==> src/rtl/fetch_pkg.sv <==
// Shared constants and buffer entry type for the instruction fetch unit.
package fetch_pkg;

  localparam logic [31:0] RESET_PC        = 32'h0000_0000;
  localparam logic [31:0] PC_STEP         = 32'd4;
  localparam int unsigned FETCH_BUF_DEPTH = 2;
  localparam int unsigned FETCH_CNT_W     = $clog2(FETCH_BUF_DEPTH + 1);

  typedef struct packed {
    logic [31:0] pc;
    logic [31:0] instr;
  } fetch_entry_t;

endpackage

==> src/rtl/fetch_buf.sv <==
// Small in-order fetch buffer. The head is always entry 0, so the output is registered
// and stays stable until it is popped.
module fetch_buf
  import fetch_pkg::*;
(
  input  logic                   clk_i,
  input  logic                   rst_ni,
  input  logic                   flush_i,
  input  logic                   push_i,
  input  fetch_entry_t           push_data_i,
  input  logic                   pop_i,
  output fetch_entry_t           head_o,
  output logic [FETCH_CNT_W-1:0] count_o
);

  fetch_entry_t           ent_q [FETCH_BUF_DEPTH];
  fetch_entry_t           ent_d [FETCH_BUF_DEPTH];
  logic [FETCH_CNT_W-1:0] count_q, count_d;
  logic [FETCH_CNT_W-1:0] slot;
  logic                   pop_eff;

  always_comb begin
    pop_eff = pop_i && (count_q != '0);
    // A push lands behind whatever remains after this cycle's pop.
    slot    = count_q - FETCH_CNT_W'(pop_eff);
    ent_d   = ent_q;
    if (pop_eff) begin
      for (int i = 0; i < int'(FETCH_BUF_DEPTH) - 1; i++) begin
        ent_d[i] = ent_q[i+1];
      end
    end
    if (push_i) begin
      for (int i = 0; i < int'(FETCH_BUF_DEPTH); i++) begin
        if (slot == FETCH_CNT_W'(i)) begin
          ent_d[i] = push_data_i;
        end
      end
    end
    if (flush_i) begin
      count_d = '0;
    end else begin
      count_d = count_q + FETCH_CNT_W'(push_i) - FETCH_CNT_W'(pop_eff);
    end
  end

  always_ff @(posedge clk_i or negedge rst_ni) begin
    if (!rst_ni) begin
      count_q <= '0;
      ent_q   <= '{default: '0};
    end else begin
      count_q <= count_d;
      ent_q   <= ent_d;
    end
  end

  assign head_o  = ent_q[0];
  assign count_o = count_q;

endmodule

==> src/rtl/fetch_unit.sv <==
// Instruction fetch: sequential PC generation, one-cycle ROM requests, redirect handling,
// and a two-entry buffer towards decode.
module fetch_unit
  import fetch_pkg::*;
(
  input  logic        CLK,
  input  logic        RST,
  output logic [31:0] rom_addr,
  input  logic [31:0] rom_data,
  input  logic        redirect_valid,
  input  logic [31:0] redirect_pc,
  output logic        out_valid,
  input  logic        out_ready,
  output logic [31:0] out_instr,
  output logic [31:0] out_pc
);

  logic [31:0]            pc_q, pc_d;
  logic [31:0]            req_pc_q, req_pc_d;
  logic                   req_q, req_d;
  logic [FETCH_CNT_W-1:0] count;
  logic [FETCH_CNT_W:0]   committed;
  logic                   pop;
  logic                   push;
  logic                   issue;
  fetch_entry_t           push_entry;
  fetch_entry_t           head;

  assign pop = out_valid && out_ready;

  always_comb begin
    // Slots already claimed after this cycle: buffered + in flight - leaving now.
    committed  = {1'b0, count} + (FETCH_CNT_W+1)'(req_q) - (FETCH_CNT_W+1)'(pop);
    issue      = !redirect_valid && (committed < (FETCH_CNT_W+1)'(FETCH_BUF_DEPTH));
    push       = req_q && !redirect_valid;
    push_entry = '{pc: req_pc_q, instr: rom_data};
    req_d      = issue;
    req_pc_d   = req_pc_q;
    pc_d       = pc_q;
    if (redirect_valid) begin
      pc_d = {redirect_pc[31:2], 2'b00};
    end else if (issue) begin
      pc_d     = pc_q + PC_STEP;
      req_pc_d = pc_q;
    end
  end

  always_ff @(posedge CLK or negedge RST) begin
    if (!RST) begin
      pc_q     <= RESET_PC;
      req_q    <= 1'b0;
      req_pc_q <= '0;
    end else begin
      pc_q     <= pc_d;
      req_q    <= req_d;
      req_pc_q <= req_pc_d;
    end
  end

  fetch_buf u_buf (
    .clk_i       (CLK),
    .rst_ni      (RST),
    .flush_i     (redirect_valid),
    .push_i      (push),
    .push_data_i (push_entry),
    .pop_i       (pop),
    .head_o      (head),
    .count_o     (count)
  );

  assign rom_addr  = pc_q;
  assign out_valid = (count != '0);
  assign out_pc    = head.pc;
  assign out_instr = head.instr;

endmodule

==> config.mk <==
export PLATFORM = sky130hd
export DESIGN_NAME = fetch_unit
export DESIGN_NICKNAME = d
export VERILOG_FILES = /design/src/rtl/fetch_pkg.sv /design/src/rtl/fetch_buf.sv /design/src/rtl/fetch_unit.sv
export SDC_FILE = /design/constraint.sdc
export NUM_CORES = 1
export LEC_CHECK = 0
export ABC_AREA = 1
export CAP_MARGIN = 20
export CORE_ASPECT_RATIO = 1.2
export CORE_MARGIN = 4
export CORE_UTILIZATION = 45
export CTS_CLUSTER_SIZE = 12
export DETAILED_ROUTE_END_ITERATION = 6
export GPL_ROUTABILITY_DRIVEN = 0
export PLACE_DENSITY_LB_ADDON = 0.05
export SYNTH_ARGS = -nofsm -noshare
export SYNTH_HDL_FRONTEND = slang
export SYNTH_SLANG_ARGS = --single-unit
==> constraint.sdc <==
create_clock -name CLK -period 3.4 [get_ports CLK]
set_clock_uncertainty 0.15 [all_clocks]
set_input_delay 0.51 -clock CLK [delete_from_list [all_inputs] [get_ports CLK]]
set_output_delay 0.51 -clock CLK [all_outputs]
set_load 0.05 [all_outputs]
==> results.md <==
* Vias in the first global route at 6809
* Global route hottest layer: met2
* Synth Flop Type: dfrtp_1
* Die Wd at 137.9 um
* Detail Route Antenna Nets at 0
* Layout fillers at 1823
* PortBufs at 160
* Count of cell types in the netlist at 34
* EDFF count, synth at 0
* Top-count cell post-synth: nand2_1
* Avg Inst Size Synth at 8.410 um2
* Row cnt at 56
* Clock Pin Slew Worst Setup and Hold Paths at 70 ps
* Initial antenna violation count at 0
* Final Cycle Share at 0.8292
* Post-route setup TNS at 0 ps
* Core ar. at 19760 um2
* Yosys top cell by area: dfrtp_1
* Worst relative slew slack at 0.5101
* N_diodes at 0
* Largest net degree at the start of global routing at 77
* Pint at 6.930 mW
* Tightest Pin Transition at 734.9 ps
* Crit path arrival time at 3030 ps
* Layout area overhead at 22.91%
* Commonest cells in the netlist: nand2_1, dfrtp_1, inv_1
* Nets@finish at 1234
* Max_cap viols at 0
* Combinational group share of total power at 0.516
* First-pass GRT wire length at 35.11 mm
* Initial core utilization at 0.4614
* Gr usage total at 0.1961
* Post-Synthesis Cells at 1084
* Top-area cell type share of the netlist area at 0.5188
* Register area at 4730 um2
* Critical Path Fanout Max at 30
* Area of the multi-input gates at 3193 um2
* Min Tclk post-route at 2819 ps
* Worst-Skew Late Latency at 430 ps
* WP data required at 3620 ps
* Share of cells above drive strength 1 at 0.06218
* Post-CTS setup buffers at 0
* P per Cell Area at 1157 nW/um2
* Worst hold path class: reg2reg
* Leakage at 5.227 nW
* Global routing usage on met1 at 0.2838
* Worst setup slack after layout at 580.9 ps
* NetSw at 6.030 mW
* Drt pass-1 iters at 5
* CP Capture Type: flop
* Clock sink count at 189
* Clock share of power at 0.172
* Ys async rst share at 1.000
* RSZ-0062 raised after global routing: no
* TritonCTS clock tree: done
* Clk buf depth at 2
* GRT overflow at 0
* H-tree Lvls at 4
* Switch share at 0.4653
* Crit path launch type: flop
* Status: finished clean
* Hpwl dp at 14.36 mm
* Reg power frac at 0.311
* Via density at 4.990
* Wire per inst at 14.96 um
* I/O Pins at 165
* Die area at 22610 um2
* Final setup vio count at 0
* Die Ht at 163.9 um
* Vias at 7160
* Top cells by area, synth: dfrtp_1, nand2_1, o21ai_0, buf_4, inv_1
* Highest Clock Rate at 0.3547 GHz
* Slew Viols, Final at 0
* Cell area after synthesis at 9116 um2
* Root Buffer: clkbuf_16
* Pre-CTS setup slack at 205.3 ps
* Met3 Resource Use GR at 0.03156
* Iter 0 DRT Violations at 320
* Setup CP Type: reg2reg
* Seq/Total Area, Yosys at 0.5188
* Final Hold Vio Count at 0
* Maximum vdd drop at 520.1 uV
* Synth warn at 0
* Post-synthesis register bit count at 189
* GR Util met2 at 0.3055
* Total Wirelength at 21.47 mm
* CTS buffer count at 17
* Drt drc at 0
[state kept, by name, indices dropped and copies added (netlist names)]
| name | cells |
|---|---|
| rom_addr | 30 |
| u_buf.head_o | 64 |
| u_buf.count_o | 2 |
| req_q | 1 |
| u_buf.ent_q | 62 |
| req_pc_q | 30 |
[final cells by class]
class / instances / area share
tap: 261 / 0.02915
clock buffer: 21 / 0.04199
timing repair buffer: 178 / 0.1623
inverter: 123 / 0.04143
multi-input combinational: 652 / 0.2850
sequential: 189 / 0.4221
clock inverter: 11 / 0.01809
[what timing repair did]
action                                  in CTS  in global routing
endpoints found under the hold margin       64                  0
gates resized for setup                      0                  0
endpoints found under the setup margin       0                  0
hold buffers                                 1                  0
[metrics by stage]
step	hold WS (ps)	total power, mW	cells	utilization	area [um2]
after CTS	340.6	13.08	1435	0.5671	11200
after floorplan	64.41	9.086	1085	-	9120
after global placement	316.5	10.68	1402	0.5325	10520
after global routing	349.9	13.90	1435	0.5671	11200
after detailed placement	323.8	10.77	1402	0.5325	10520
final	336.1	12.96	1435	0.5671	11200
[critical path: stages, from the launching register on]
cell	delay, ps
dfrtp_1	420
inv_1	100
nand2_1	80
nand2_2	70
inv_2	40
ha_1	270
inv_1	90
nand2_1	70
fa_1	370
xnor2_1	210
nand3_2	240
buf_12	250
nor2_1	200
nand3_1	100
nand3_1	70
[kinds of logic after synthesis]
logic type      share of synthesized area
simple gates                       0.1886
buf+inv                            0.1333
compound gates                     0.1445
flops                              0.5188
xor+xnor                         0.006725
fa+ha+maj                        0.007686
other cells                     0.0004114
[cells in the final DEF, fill, tap and decap left out, types with 4 or more instances in the layout]
| cell | instances |
|---|---|
| ha_1 | 4 |
| nand3b_1 | 9 |
| nand4_1 | 9 |
| buf_12 | 6 |
| xor2_1 | 5 |
| nor3_1 | 4 |
| nor2_1 | 116 |
| nand2_1 | 191 |
| o21ai_0 | 113 |
| nor2_2 | 6 |
| a21oi_1 | 15 |
| clkbuf_16 | 17 |
| nand3_1 | 47 |
| buf_4 | 11 |
| o211ai_1 | 7 |
| o22ai_1 | 62 |
| bufinv_16 | 5 |
| dfrtp_1 | 189 |
| o21ai_1 | 40 |
| clkbuf_8 | 4 |
| clkdlybuf4s50_1 | 159 |
| inv_1 | 118 |
[metal layers]
metal	wire, um	part of all wire
met3	1052	0.049
met4	349	0.016
met5	0	0
met2	9869	0.46
met1	10200	0.47
[power by group through the flow]
stage	clock [mW]	sequential [mW]	combinational, mW
finish	2.24	4.03	6.69
global route	2.40	4.18	7.32
CTS	2.30	4.03	6.74
detailed placement	0	4.06	6.71
global placement	0	4.04	6.64
floorplan	0	4.48	4.61
[worst paths after layout]
kind	cells past startpoint	startpoint	end	slack, ps
worst max-delay path	14	u_buf.count_o[1]	rom_addr[30]	580
worst min-delay path	2	u_buf.ent_q[60]	u_buf.ent_q[60]	340
worst max register to register	14	u_buf.count_o[1]	rom_addr[30]	580
worst min register to register	2	u_buf.ent_q[60]	u_buf.ent_q[60]	340
max in group asynchronous	3	RST	u_buf.head_o[58]	1800
min in group asynchronous	2	RST	u_buf.ent_q[23]	490
(Power assumes the default switching activity.)
